--- src/rtl/mem_arbiter.sv ---
// ---------------------------------------------------------------------------
// mem_arbiter : two-port (fetch/data) arbiter onto one single-port memory. Rev 1.0
// ---------------------------------------------------------------------------
`default_nettype none

module mem_arbiter #(
  parameter int ADDRWIDTH    = 18,
  parameter int DATAWIDTH    = 32,
  parameter int STARVE_LIMIT = 4
) (
  input  logic                 clk,
  input  logic                 rst,
  input  logic                 if_req,
  input  logic [ADDRWIDTH-1:0] if_addr,
  output logic                 if_gnt,
  output logic                 if_valid,
  output logic [DATAWIDTH-1:0] if_rdata,
  input  logic                 dm_req,
  input  logic                 dm_we,
  input  logic [ADDRWIDTH-1:0] dm_addr,
  input  logic [DATAWIDTH-1:0] dm_wdata,
  output logic                 dm_gnt,
  output logic                 dm_valid,
  output logic [DATAWIDTH-1:0] dm_rdata,
  output logic [ADDRWIDTH-1:0] mem_addr,
  output logic                 mem_write,
  output logic [DATAWIDTH-1:0] mem_in,
  input  logic [DATAWIDTH-1:0] mem_out
);

  typedef enum logic [1:0] {
    IDLE    = 2'd0,
    IF_BUSY = 2'd1,
    DM_BUSY = 2'd2
  } state_t;

  localparam logic [3:0] LIMIT = 4'(STARVE_LIMIT);

  state_t                 state;
  logic [3:0]             starve_cnt;
  logic                   load_pending;
  logic [DATAWIDTH-1:0]   if_hold;
  logic [DATAWIDTH-1:0]   dm_hold;
  logic                   starved;

  assign starved   = (starve_cnt == LIMIT);
  assign if_gnt    = rst & if_req & (~dm_req | starved);
  assign dm_gnt    = rst & dm_req & ~if_gnt;

  assign mem_addr  = if_gnt ? if_addr : (dm_gnt ? dm_addr : '0);
  assign mem_write = dm_gnt & dm_we;
  assign mem_in    = (if_gnt | dm_gnt) ? dm_wdata : '0;

  assign if_valid  = (state == IF_BUSY);
  assign dm_valid  = (state == DM_BUSY);

  // The synchronous RAM presents read data in the cycle after the grant, so the
  // busy cycle forwards mem_out directly and the hold registers keep it afterwards.
  assign if_rdata  = if_valid ? mem_out : if_hold;
  assign dm_rdata  = (dm_valid && load_pending) ? mem_out : dm_hold;

  always_ff @(posedge clk or negedge rst) begin
    if (!rst) begin
      state        <= IDLE;
      starve_cnt   <= 4'd0;
      load_pending <= 1'b0;
      if_hold      <= '0;
      dm_hold      <= '0;
    end else begin
      case (state)
        IF_BUSY: if_hold <= mem_out;
        DM_BUSY: if (load_pending) dm_hold <= mem_out;
        default: ;
      endcase

      if (if_gnt)      state <= IF_BUSY;
      else if (dm_gnt) state <= DM_BUSY;
      else             state <= IDLE;

      load_pending <= dm_gnt & ~dm_we;

      if (!if_req || if_gnt)    starve_cnt <= 4'd0;
      else if (!starved)        starve_cnt <= starve_cnt + 4'd1;
    end
  end

endmodule

`default_nettype wire

--- config.mk ---
export PLATFORM = sky130hd
export DESIGN_NAME = mem_arbiter
export DESIGN_NICKNAME = d
export VERILOG_FILES = /design/src/rtl/mem_arbiter.sv
export SDC_FILE = /design/constraint.sdc
export NUM_CORES = 1
export LEC_CHECK = 0
export CAP_MARGIN = 40
export CORE_ASPECT_RATIO = 0.7
export CORE_MARGIN = 2
export CORE_UTILIZATION = 23
export CTS_BUF_LIST = sky130_fd_sc_hd__clkbuf_8 sky130_fd_sc_hd__clkbuf_16
export CTS_CLUSTER_SIZE = 12
export DETAILED_ROUTE_END_ITERATION = 12
export GPL_ROUTABILITY_DRIVEN = 0
export PLACE_DENSITY_LB_ADDON = 0.1
export SKIP_LAST_GASP = 1
export SYNTH_ARGS = -nofsm -noshare
export SYNTH_HDL_FRONTEND = slang
export SYNTH_SLANG_ARGS = --single-unit
--- constraint.sdc ---
create_clock -name clk -period 2 [get_ports clk]
set_clock_uncertainty 0.15 [all_clocks]
set_input_delay 0.4 -clock clk [delete_from_list [all_inputs] [get_ports clk]]
set_output_delay 0.4 -clock clk [all_outputs]
set_load 0.03 [all_outputs]
After elaboration in Yosys (flattened, before gate mapping)
Index checks and enable logic that the tools add are counted.
Widths: inputs -> output; s select.
{ "totals": {"inputBits": 105, "word_cells": 34, "out_inout_bits": 119, "register_bits": 71} }
{ "classes": {"add_sub_neg": 1, "bitwise": 11, "eq_ne": 4, "reduce_logical": 4, "mux": 9} }
{ "op_table": {"columns": ["cell", "n"], "rows": [
  ["$mux 32", 3],
  ["$mux 18", 2],
  ["$mux 4", 2],
  ["$and 1x1->1", 6],
  ["$add 4x1->4 const B", 1],
  ["$eq 4x3->1 const B", 1],
  ["$mux 2", 2],
  ["$not 1->1", 3],
  ["$eq 2x1->1 const B", 1],
  ["$eq 2x2->1 const B", 1],
  ["$ne 2x1->1 const B", 1],
  ["$or 1x1->1", 2],
  ["$reduce_and 2->1", 1],
  ["$logic_and 1x1->1", 1],
  ["$logic_not 1->1", 1],
  ["$logic_or 1x1->1", 1]
]} }

Longest topological paths before layout
{ "depth": {"ltp_word": 7, "mapped_depth": 6, "ltp_nobuf": 5} }

Worst setup path before layout
Ideal clock, no wire load.
{ "synth_path": {"path_type": "register -> output", "startpoint": "register starve_cnt[0]", "endpoint": "output port mem_addr[10]", "path_buffers": 1, "required_time_ns": 1.450, "stages_incl_launch_ff": 7, "setup_slack_ns": -0.143, "t_arrival_ns": 1.593, "cell_sequence": "dfrtp_1 > inv_1 > ha_1 > and3b_2 > a21oi_2 > buf_4 > a22o_1"} }
{ "synth_between": {"elab_chain_len": 7} }
{ "synth_rtl": {"columns": ["element", "line", "text"], "rows": [
  ["from (decl)", "40", "logic [3:0] starve_cnt;"],
  ["from (signal assigned)", "83", "else if (!starved) starve_cnt <= starve_cnt + 4'd1;"],
  ["$eq 4x3->1", "46", "assign starved = (starve_cnt == LIMIT);"],
  ["$or 1x1->1", "47", "assign if_gnt = rst & if_req & (~dm_req | starved);"],
  ["$and 1x1->1", "47", null],
  ["$not 1->1", "48", "assign dm_gnt = rst & dm_req & ~if_gnt;"],
  ["$and 1x1->1", "48", null],
  ["via dm_gnt", "22", "output logic dm_gnt,"],
  ["$mux 18 (2 in series)", "50", "assign mem_addr = if_gnt ? if_addr : (dm_gnt ? dm_addr : '0);"],
  ["to (decl)", "25", "output logic [ADDRWIDTH-1:0] mem_addr,"]
]} }
The timed path passes the listed nets, and every way through them passes these cells.

Final worst setup path
{ "layout_path": {"startpoint": "register state[1]", "endpoint": "output port dm_rdata[30]"} }
{ "layout_between": {"elab_chain_len": 3} }
{ "layout_rtl": {"columns": ["element", "line", "text"], "rows": [
  ["from (decl)", "39", "state_t state;"],
  ["from (signal assigned)", "64", "state <= IDLE;"],
  ["from (signal assigned)", "76", "if (if_gnt) state <= IF_BUSY;"],
  ["from (signal assigned)", "77", "else if (dm_gnt) state <= DM_BUSY;"],
  ["$eq 2x2->1", "55", "assign dm_valid = (state == DM_BUSY);"],
  ["$logic_and 1x1->1", "60", "assign dm_rdata = (dm_valid && load_pending) ? mem_out : dm_hold;"],
  ["$mux 32", "60", null],
  ["to (decl)", "24", "output logic [DATAWIDTH-1:0] dm_rdata,"]
]} }
No other way between the ends.

==> run_results.csv <==
group,metric,value,unit
status,status,"complete, but fails checks",
status,violations,"setup timing",
clock_network,cts_buffers,9,
setup_path,crit_path_frequent_cell,"buf_12",
clock_network,cts_tree,"done",
logic_synthesis,synth.area.mux_share,22.92,%
sta,setup_tns,-24.43,ns
floorplan,num_rows,35,
drt,vias,2973,
drt,routed_via_density,4.170,
setup_path,slowest_stage,"dfrtp_1",
power_and_ir_drop,ir_worst_vdd,0.0003184,V
logic_synthesis,syn_area_per_cell,13.86,µm²
drt,wl_per_cell,16.16,µm
logic_synthesis,yosys_warnings,0,
clock_network,ctsHtreeMaxLevel,3,
grt,grt_max_degree,58,
floorplan,die-area,0.01483,mm²
sta,rsz0062_at_grt,"yes",
sta,finalSetupViolCount,86,
drt,dr.pass1.iters,3,
logic_synthesis,syn_area,0.003188,mm²
sta,fin_crit_sh,116.9,%
setup_path,cp-end-kind,"output port",
finish,layout_common_cells,"101 x clkdlybuf4s50_1, 85 x buf_4, 75 x buf_6",
setup_path,cp_slowest_stage_delay,0.38,ns
floorplan,initial_core_util,23.87,%
finish,antenna_cells,0,
power_and_ir_drop,leakagePower,3.340,nW
clock_network,cts-root-buf,"clkbuf_16",
sta,slew_viol_final,0,
sta,timing.hold.ws,0.1674,ns
logic_synthesis,yosysSeqAreaShare,55.73,%
finish,fin_cells,713,
logic_synthesis,syn_inst,230,
finish,drive_gt1_share,57.39,%
drt,drc_errors,0,
floorplan,dieHeight,102.5,µm
finish,multi_input_area,0.001639,mm²
drt,drt_iter0_drc,56,
grt,grt_util_all_layers,14.88,%
grt,antenna_found_initial,0,
logic_synthesis,synth_fa_ha_area_share,0.7849,%
setup_path,critPathRequiredTime,1.45,ns
grt,grt_pass1_vias,3101,
logic_synthesis,synth-simple-area-share,10.24,%
clock_network,worstSkewPairLatency,0.32,ns
logic_synthesis,synth_xor_area_share,0.2747,%
grt,overflow,0,
finish,final_common_cell,"clkdlybuf4s50_1",
power_and_ir_drop,power_density,916.2,mW/mm²
setup_path,path_buf_inv,3,
place,dp_hpwl,7993,µm
place,io_buffers,223,
clock_network,path_clk_slew,0.05,ns
logic_synthesis,synth-compound-area-share,6.907,%
floorplan,die_w,144.7,µm
setup_path,cp.arrival,1.79,ns
setup_path,critPathKind,"reg2out",
setup_path,crit_path_start_kind,"flop",
drt,final_antenna_net_count,0,
place,dp.cells,665,
sta,period_needed,2.339,ns
logic_synthesis,synth_top_family_by_area,"multiplexers",
grt,grt_pass1_wl,16490,µm
flow_run,maxCapViolations,0,
place,post-place-ws,-0.3996,ns
drt,wirelength,11520,µm
worst_hold_path,hold_path_class,"in2async",
floorplan,core,0.01336,mm²
floorplan,ios,224,
sta,max_slew_margin,49.79,%
power_and_ir_drop,finalPower,6.409,mW
logic_synthesis,syn_nets,337,
finish,nets,630,
setup_path,path_cells,"and2b_2 > nand2_4 > buf_12 > buf_12 > mux2_2 > buf_4",
sta,tightest_slew,0.7531,ns
logic_synthesis,synth-seq-cells,71,
finish,fill_cells,1158,
sta,finalHoldViolCount,0,
clock_network,clock_sinks,71,
sta,fmaxAchievable,427.6,MHz
setup_path,crit_family,"buffers and inverters",
setup_path,crit_path_max_fanout,7,
sta,setup_ws,-0.3386,ns
finish,area.growth.synth_to_final,119.4,%
clock_network,cts_buffer_depth,2,
finish,ff_latch_area,0.001777,mm²
logic_synthesis,ys_types,30,
==> worst reg2reg max path, cell delays in order (launching register included) <==
cell and delay [ns]:
dfrtp_1 0.38, and2b_2 0.22, nand2_4 0.10, buf_6 0.14, buf_16 0.13, mux2_4 0.30, buf_4 0.13, buf_4 0.12
==> final timing paths <==
kind,cells after the start,slack [ns],from,endpoint
min,2,0.17,rst,if_hold[0]$_DFF_PN0_
max in group asynchronous,3,0.62,rst,state[0]$_DFF_PN0_
min in group clk,1,0.34,if_hold[24]$_DFF_PN0_,if_hold[24]$_DFF_PN0_
max reg2reg,7,0.22,state[1]$_DFF_PN0_,dm_hold[20]$_DFFE_PN0P_
max,6,-0.34,state[1]$_DFF_PN0_,dm_rdata[30]
min reg2reg,1,0.34,if_hold[24]$_DFF_PN0_,if_hold[24]$_DFF_PN0_
==> per-stage QoR <==
| step | util, % | area (µm²) |
|---|---|---|
| global placement | 44.36 | 5924 |
| detailed placement | 44.36 | 5924 |
| CTS | 50.39 | 6730 |
| global route | 52.37 | 6995 |
| finish | 52.37 | 6995 |
| floorplan | - | 3347 |
==> sequential cells by signal, indices dropped and copies added (netlist names) <==
name and flops:
dm_hold 32, if_hold 32, starve_cnt 4, state 2
load_pending 1
==> area by class of cell <==
type	instances	share of cell area, %
clock buffer	10	3.416
clock inverter	6	0.8764
inverter	2	0.1073
multi-input combinational	144	23.43
sequential	71	25.40
tap	185	3.309
timing repair buffer	295	43.46
==> metal layers <==
metal	vias to the layer above	wire [µm]	GRT usage, %
met5	-	0	0
met4	0	104	4.033
met3	8	1058	6.456
met2	128	5676	24.68
met1	1440	4684	17.88
li1	1397	-	-
==> where the power goes <==
| group | switching (mW) | total [mW] | internal, mW |
|---|---|---|---|
| clock | 0.593 | 1.58 | 0.991 |
| combinational | 1.47 | 2.96 | 1.49 |
| sequential | 0.0934 | 1.87 | 1.77 |
| total | 2.16 | 6.41 | 4.25 |
==> synth_stat cells, drive strengths merged <==
master  count  area (µm²)
a21oi       3       30.03
a22o       18       168.9
a31oi       1       6.260
and2       33       206.5
and2b       1       7.510
and3b       1       10.01
buf        10       81.32
clkbuf      3       11.26
dfrtp      71        1777
ha          2       25.02
inv         2       7.510
mux2       64       720.7
mux2i       1       10.01
nand2       3       13.77
nand3       4       20.02
nand3b      1       20.02
nand4       1       6.260
nor2        2       7.510
nor2b       4       25.02
nor3        2       10.01
o21a        2       15.01
xnor2       1       8.760
==> cells by family after synthesis <==
logic type | count (synthesis)
AO/OA/AOI/OAI | 24
XOR/XNOR | 1
adder cells (fa/ha/maj) | 2
buffers and inverters | 15
flip-flops | 71
multiplexers | 65
AND/OR/NAND/NOR | 52
==> what timing repair did <==
item	4_1_cts	5_1_grt
pin swaps	2	2
cloned	5	4
endpoints found under the hold margin	15	0
gates resized for setup	344	42
setup buffers	15	8
endpoints found under the setup margin	118	117
hold buffers	1	0
Note: power is estimated with default switching activity, not from simulation.
